$ cat src/rtl/rr_arbiter_3.sv
// ============================================================================
// Module  : rr_arbiter_3
// Brief   : Three-way round-robin arbiter with completion hand-off and a
//           bounded hold time; drives one-hot grants and a 3:1 mux select.
// Revision: 1.0 - initial release
// ============================================================================
`default_nettype none

module rr_arbiter_3 #(
    parameter int MAX_HOLD = 8,
    parameter int CNT_W    = $clog2(MAX_HOLD + 1)
) (
    input  logic       clk,
    input  logic       arst_n,
    input  logic [2:0] req,
    input  logic       done,
    output logic [2:0] grant,
    output logic [1:0] select,
    output logic       busy
);

    localparam int            c_CW       = (CNT_W < 1) ? 1 : CNT_W;
    localparam bit            c_LIMIT_EN = (MAX_HOLD != 0);
    localparam logic [c_CW-1:0] c_CNT_LAST =
        (MAX_HOLD == 0) ? '0 : c_CW'(MAX_HOLD - 1);

    typedef enum logic [0:0] {
        S_IDLE = 1'b0,
        S_BUSY = 1'b1
    } state_t;

    state_t            r_state;
    logic [2:0]        r_grant;
    logic [1:0]        r_select;
    logic [1:0]        r_ptr;
    logic [c_CW-1:0]   r_cnt;

    logic [1:0]        w_win;
    logic [2:0]        w_win_oh;
    logic              w_others;
    logic              w_abort;
    logic              w_at_limit;
    logic              w_preempt;
    logic              w_release;

    // Search order is ptr+1, ptr+2, then ptr itself, so the last owner only
    // wins again when nobody else is asking.
    function automatic logic [1:0] f_arb(input logic [2:0] r, input logic [1:0] p);
        logic [1:0] c1;
        logic [1:0] c2;
        c1 = (p == 2'd2) ? 2'd0 : p + 2'd1;
        c2 = (c1 == 2'd2) ? 2'd0 : c1 + 2'd1;
        if (r[c1])
            return c1;
        else if (r[c2])
            return c2;
        else
            return p;
    endfunction

    always_comb begin
        w_win      = f_arb(req, r_ptr);
        w_win_oh   = 3'b001 << w_win;
        w_others   = |(req & ~r_grant);
        w_abort    = ~|(req & r_grant);
        w_at_limit = c_LIMIT_EN && (r_cnt == c_CNT_LAST);
        w_preempt  = w_at_limit && w_others;
        w_release  = done || w_abort || w_preempt;
    end

    always_ff @(posedge clk or negedge arst_n) begin
        if (!arst_n) begin
            r_state  <= S_IDLE;
            r_grant  <= 3'b000;
            r_select <= 2'd0;
            r_ptr    <= 2'd2;
            r_cnt    <= '0;
        end else begin
            case (r_state)
                S_IDLE: begin
                    if (|req) begin
                        r_grant  <= w_win_oh;
                        r_select <= w_win;
                        r_ptr    <= w_win;
                        r_cnt    <= '0;
                        r_state  <= S_BUSY;
                    end
                end
                S_BUSY: begin
                    if (w_release) begin
                        r_cnt <= '0;
                        // Hand straight to the next winner so the resource sees no bubble.
                        if (|req) begin
                            r_grant  <= w_win_oh;
                            r_select <= w_win;
                            r_ptr    <= w_win;
                        end else begin
                            r_grant <= 3'b000;
                            r_state <= S_IDLE;
                        end
                    end else if (!c_LIMIT_EN || w_at_limit) begin
                        r_cnt <= '0;
                    end else begin
                        r_cnt <= r_cnt + 1'b1;
                    end
                end
                default: begin
                    r_state <= S_IDLE;
                    r_grant <= 3'b000;
                end
            endcase
        end
    end

    assign grant  = r_grant;
    assign select = r_select;
    assign busy   = |r_grant;

endmodule

`default_nettype wire

$ cat config.mk
export PLATFORM = sky130hd
export DESIGN_NAME = rr_arbiter_3
export DESIGN_NICKNAME = d
export VERILOG_FILES = /design/src/rtl/rr_arbiter_3.sv
export SDC_FILE = /design/constraint.sdc
export NUM_CORES = 1
export LEC_CHECK = 0
export BUFFER_PORTS_ARGS = -buffer_cell sky130_fd_sc_hd__buf_2
export CAP_MARGIN = 20
export CORE_UTILIZATION = 45
export DETAILED_ROUTE_END_ITERATION = 10
export PLACE_DENSITY = 0.76
export SYNTH_ARGS = -nofsm -noshare
export SYNTH_HDL_FRONTEND = slang
export SYNTH_SLANG_ARGS = --single-unit
export TNS_END_PERCENT = 100
$ cat constraint.sdc
create_clock -name clk -period 1.5 [get_ports clk]
set_input_delay 0.225 -clock clk [delete_from_list [all_inputs] [get_ports clk]]
set_output_delay 0.225 -clock clk [all_outputs]
set_load 0.02 [all_outputs]
==> run metrics, run 1 <==
R2R Path End=select[1]$_DFFE_PN0P_; Data required, critical path=1.65 ns; CP Max Fanout=5; status=complete, but fails checks; CP Buf/Inv Count=1; Fin Setup TNS=-1.48 ns; routed len/inst=15.4 µm; Total GRT Usage=0.243; clk_skew=between 0.0006 and 0.0007 ns; final net count=94; CTS tree=yes; Yosys reg bits=11; Final Worst Setup Slack=-0.215 ns; area occupied by multi-input gates=about 340 µm²; Setup violations, final=10; final period utilization=1.14; Tightest Pin Transition=0.477 ns; instance count on the critical path=5; hold_ws=between 0.2 and 0.3 ns; Die Height=between 30 and 40 µm; initial core utilization=0.505; reg2reg start=grant[0]$_DFFE_PN0P_; Vias per Instance=roughly 5.7; CTS Buf Count=3; hold crit path type=in2reg; Worst setup EP type=flip-flop; critical-path cell list=a222oi_1 -> nor3b_2 -> a21boi_2 -> buf_6 -> mux2_4; slowest CP cell=a222oi_1; Design Power=1.43 mW; Post-DP Area=766 µm²; CP endpoint=select[1]$_DFFE_PN0P_; area added between synthesis and finish=48.2%; crit path from=grant[0]$_DFFE_PN0P_; Post-Syn Nets=60; fmax=0.583 GHz; first-pass GRT wire length=between 2 and 2.5 mm; die area=about 1500 µm²; Placer Congestion=0.829; GRT overflow=0; arrival time worst endpoint=1.87 ns; commonest non-fill, non-tap cell in the layout=buf_4; maxcap violations=0; final antenna-violating net count=0; Syn Area/Cell=approximately 11 µm²; violated checks=setup timing; H-tree Lvls=1; Seq/Total Area, Yosys=0.467; # port buffers=11; crit path kind=reg2reg; routed vias=574; Hold Vio Cnt, Final=0; post-layout min period=1.71 ns; Hold Path Stages=2; vias in the first global route=550; Clock Latency Late Sink=0.26 ns; Clock Tree Buf Depth=2; Die Wd=38.3 µm; Cell Rows=12; HPWL Detailed=1.01 mm; fin area=877 µm²; Max-Slew Margin vs Limit=0.682; critical path startpoint category=flip-flop; detailed router's first-iteration violation count=15; core area=1170 µm²; Ant. Diodes=0; clock sinks=11; mapped cell area=592 µm²; router iterations before antenna repair=4; Netlist cell types=28; crit-path max cell delay=just under 0.5 ns; Cells after Synth=53; Reg area=280 µm²; largest net degree at the start of global routing=12; Top delay family on crit path=compound AO/OA/AOI/OAI gates; initial antenna violation count=0; root buffer cell=clkbuf_4; worst r2r path cells=5; power density of the placed cells=1640 nW/µm²; DRC viols=0; Worst VDD drop=1.23 mV; worst reg-to-reg setup slack=-0.21 ns; Routed WL=1.54 mm; leak pwr=0.446 nW; CTS clk-pin slew, worst paths=0.07 ns; unrepaired setup endpoints after global routing=true; share of cells above drive strength 1=0.523; fill count=90; fin. max-slew vios=0; I/O pin count=12; warnings from Yosys=0; most frequent cells in the layout=16 x buf_4, 10 x buf_2, 7 x dfrtp_1, 4 x a32o_1
stage by stage:
| step | utilization | setup slack, ns | cells |
|---|---|---|---|
| 6_report | 0.749 | -0.215 | 100 |
| 5_1_grt | 0.749 | -0.250 | 100 |
| 4_1_cts | 0.706 | -0.175 | 98 |
| 3_5_place_dp | 0.654 | -0.186 | 91 |
| 3_3_place_gp | 0.654 | -0.111 | 91 |
| 2_1_floorplan | - | -0.223 | 53 |
cells by family after synthesis:
kind of cell | Yosys count | share of synthesized area
flip-flops | 11 | 0.467
buffers and inverters | 2 | 0.0190
adder cells (fa/ha/maj) | 1 | 0.0211
multiplexers | 3 | 0.0550
AO/OA/AOI/OAI | 14 | 0.207
AND/OR/NAND/NOR | 22 | 0.230
final cells by class:
cell class                 count  share of cell area
inverter                       1             0.00428
timing repair buffer          30               0.244
multi-input combinational     40               0.382
clock buffer                   4              0.0300
sequential                    11               0.320
tap                           14              0.0200
per-layer routing:
| metal | part of all wire | up-vias | GRT usage |
|---|---|---|---|
| met5 | 0 | - | 0 |
| met4 | 0.024 | 0 | 0.107 |
| met3 | 0.034 | 7 | 0.0523 |
| met2 | 0.54 | 15 | 0.453 |
| met1 | 0.40 | 279 | 0.257 |
| li1 | - | 273 | - |
cells in the mapped netlist (all sizes together):
cell type  count  area share
o211a          1       0.017
a211o          1       0.015
o21ai          1      0.0084
nand3          4       0.034
dfrtp         10        0.42
ha             1       0.021
o31ai          2       0.025
and2           1       0.011
buf            1       0.013
o211ai         1       0.013
or4            1       0.013
or3b           1       0.019
a222oi         1       0.017
or3            2       0.021
nand2          3       0.019
a21boi         1       0.019
a32o           4       0.068
mux2i          1       0.017
nor2b          3       0.032
nor2           1      0.0063
nand2b         2       0.021
a21o           2       0.025
dfstp          1       0.044
mux2           2       0.038
inv            1      0.0063
and3b          1       0.015
nor4b          1       0.015
nor3b          2       0.025
state kept, by name, indices dropped and copies added (netlist names):
signal	flops
r_state	1
r_ptr	2
r_cnt	4
select	1
grant	3
power breakdown:
part | internal, mW | switching (mW) | leakage [nW]
combinational | 0.406 | 0.361 | 0.297
sequential | 0.396 | 0.0707 | 0.135
clock | 0.103 | 0.0984 | 0.0150
how the worst min path moves through the flow:
stage                      start                    to  slack, ns
after floorplan           arst_n  grant[0]$_DFFE_PN0P_      -0.07
after global placement    arst_n  r_cnt[0]$_DFFE_PN0P_       0.10
after detailed placement  arst_n  r_cnt[0]$_DFFE_PN0P_       0.11
after CTS                 req[2]     r_state$_DFF_PN0_       0.25
after global routing      req[2]     r_state$_DFF_PN0_       0.25
final                     req[2]     r_state$_DFF_PN0_       0.25
worst register-to-register path, stage by stage, from the launching register on:
cell	delay, ns
dfrtp_2	0.40
a222oi_1	0.49
nor3b_2	0.13
a21boi_2	0.16
buf_6	0.13
mux2_4	0.29
repair_timing:
action	CTS	global route
resized for setup	3	8
endpoints found under the setup margin	8	9
setup buffers	2	2
hold endpoints to repair	10	0
pin swaps	4	5
hold buffers	1	0
Note: power is estimated with default switching activity, not from simulation.
==> run 2, diff against run 1 <==
--- a/config.mk
+++ b/config.mk
@@ -7,9 +7,11 @@
 export LEC_CHECK = 0
 export BUFFER_PORTS_ARGS = -buffer_cell sky130_fd_sc_hd__buf_2
 export CAP_MARGIN = 20
-export CORE_UTILIZATION = 45
+export CORE_AREA = 2 2 39 41
+export CTS_BUF_LIST = sky130_fd_sc_hd__clkbuf_8
 export DETAILED_ROUTE_END_ITERATION = 10
-export PLACE_DENSITY = 0.76
+export DIE_AREA = 0 0 41 43
+export PLACE_DENSITY = 0.75
 export SYNTH_ARGS = -nofsm -noshare
 export SYNTH_HDL_FRONTEND = slang
 export SYNTH_SLANG_ARGS = --single-unit
==> run 2 against run 1 <==
  * The run still ends with setup timing left
  * Via count fell by 2.8%
  * Worst setup slack improved by 0.058 ns
  * Core utilization fell by 10 points
  * Die area rose by 20%
  * Register-to-register slack improved by 0.06 ns
  * Sequential cell count did not move
  * Power rose by 6.0%
  * Critical endpoint unchanged
  * Largest cell class unchanged
==> run metrics, run 2 (synthesis gave the netlist of run 1 again) <==
status=complete, but fails checks; violated checks=setup timing; metal3 WL=54 µm; cell-internal power=0.986 mW; Final Worst Setup Slack=-0.156 ns; DRC viols=0; initial core utilization=0.428; reg2reg start=grant[0]$_DFFE_PN0P_; fmax=0.604 GHz; Cell Rows=14; startpoint of the worst hold path=req[1]; Ant. Diodes=0; H-tree Lvls=1; crit path kind=reg2reg; fill count=113; Post-DP Area=783 µm²; fin area=892 µm²; core area=1380 µm²; Clock Tree Buf Depth=2; Total GRT Usage=0.212; Clk pwr share=0.194; die area=between 1500 and 2000 µm²; Clock Latency Late Sink=approximately 0.24 ns; CP Max Fanout=4; WL met1=~610 µm; routed len/inst=about 14 µm; Hold Vio Cnt, Final=0; leak pwr=0.454 nW; hold_ws=0.267 ns; critical path startpoint category=flip-flop; slowest CP cell=dfrtp_2; crit path from=grant[0]$_DFFE_PN0P_; final net count=95; # port buffers=11; Worst VDD drop=1.07 mV; CTS tree=yes; area added between synthesis and finish=50.7%; switch share=0.352; Die Height=43 µm; most flop-heavy register=r_cnt; final antenna-violating net count=0; uppermost layer routed=met4; Flop pwr share=0.308; detailed router's first-iteration violation count=9; initial antenna violation count=0; largest net degree at the start of global routing=12; critical-path cell list=a222oi_1 -> nor3b_1 -> a21boi_2 -> mux2_2; unrepaired setup endpoints after global routing=true; crit-path max cell delay=0.40 ns; Design Power=1.52 mW; maxcap violations=0; router iterations before antenna repair=4; Data required, critical path=1.62 ns; hold crit path type=in2reg; Vias per Instance=5.42; arrival time worst endpoint=1.78 ns; Die Wd=approximately 40 µm; clk_skew=0.000553 ns; Tightest Pin Transition=0.381 ns; Placer Congestion=0.787; I/O pin count=12; routed wire length on met2=774 µm; Hold Path Stages=2; final period utilization=1.10; Worst setup EP type=flip-flop; GRT overflow=0; power density of the placed cells=1710 nW/µm²; max reg flops=4; vias in the first global route=573; routed vias=558; clock sinks=11; share of cells above drive strength 1=0.506; most frequent cells in the layout=16 x buf_4, 10 x buf_2, 7 x dfrtp_1, 4 x a32o_1, 4 x buf_6; Fin Setup TNS=-1.14 ns; CTS clk-pin slew, worst paths=0.05 ns; HPWL Detailed=1.08 mm; post-layout min period=1.66 ns; net switching power=0.535 mW; Routed WL=1.48 mm; Setup violations, final=10; DP Worst Slack=-0.169 ns; commonest non-fill, non-tap cell in the layout=buf_4; Max-Slew Margin vs Limit=0.746; combinational share of power=0.498; worst r2r path cells=4; first-pass GRT wire length=2.38 mm; CTS Buf Count=3; fin. max-slew vios=0; root buffer cell=clkbuf_8
-- run 2: path summary, 6_finish.rpt --
path / slack (ns) / endpoint
min reg2reg: 0.50 / r_ptr[1]$_DFFE_PN1P_
min: 0.27 / r_state$_DFF_PN0_
max in group asynchronous: 0.86 / r_ptr[1]$_DFFE_PN1P_
min in group asynchronous: 0.38 / r_cnt[0]$_DFFE_PN0P_
max: -0.16 / select[1]$_DFFE_PN0P_
max reg2reg: -0.16 / select[1]$_DFFE_PN0P_
-- run 2: critical path, delay by kind of cell, from the launching register on --
kind / cells / cell delay, ns
simple gates: 1 / 0.14
compound gates: 2 / 0.64
flops: 1 / 0.40
mux: 1 / 0.36
-- run 2: layout make-up --
cell class | count | area, µm² | area share
multi-input cells | 40 | 318 | 0.356
clock buffers | 3 | 41.3 | 0.0463
well taps | 16 | 20.0 | 0.0224
flip-flops and latches | 11 | 280 | 0.314
repair buffers | 31 | 225 | 0.252
clock inverters | 1 | 3.75 | 0.00421
inverters | 1 | 3.75 | 0.00421
-- run 2: power by group through the flow --
stage / clock network (mW) / registers, mW / logic [mW]
2_1_floorplan: 0 / 0.530 / 0.314
3_3_place_gp: 0 / 0.460 / 0.614
3_5_place_dp: 0 / 0.466 / 0.626
4_1_cts: 0.309 / 0.464 / 0.719
5_1_grt: 0.319 / 0.478 / 0.824
6_report: 0.295 / 0.468 / 0.758
-- run 2: metal layers --
| layer | up-vias | global-route usage |
|---|---|---|
| li1 | 275 | - |
| met1 | 264 | 0.235 |
| met2 | 14 | 0.328 |
| met3 | 5 | 0.0628 |
| met4 | 0 | 0.140 |
| met5 | - | 0 |
-- run 2: metrics by stage --
stage | util | std cells
floorplan | - | 53
global placement | 0.566 | 95
detailed placement | 0.566 | 95
CTS | 0.627 | 102
global route | 0.645 | 103
finish | 0.645 | 103
-- run 2: repair_timing --
action                                  CTS  global route
hold endpoints to repair                 10             0
pin swaps                                 3             1
endpoints found under the setup margin    9            10
gates resized for setup                   4             5
hold buffers                              1             0
buffers inserted                          2             2
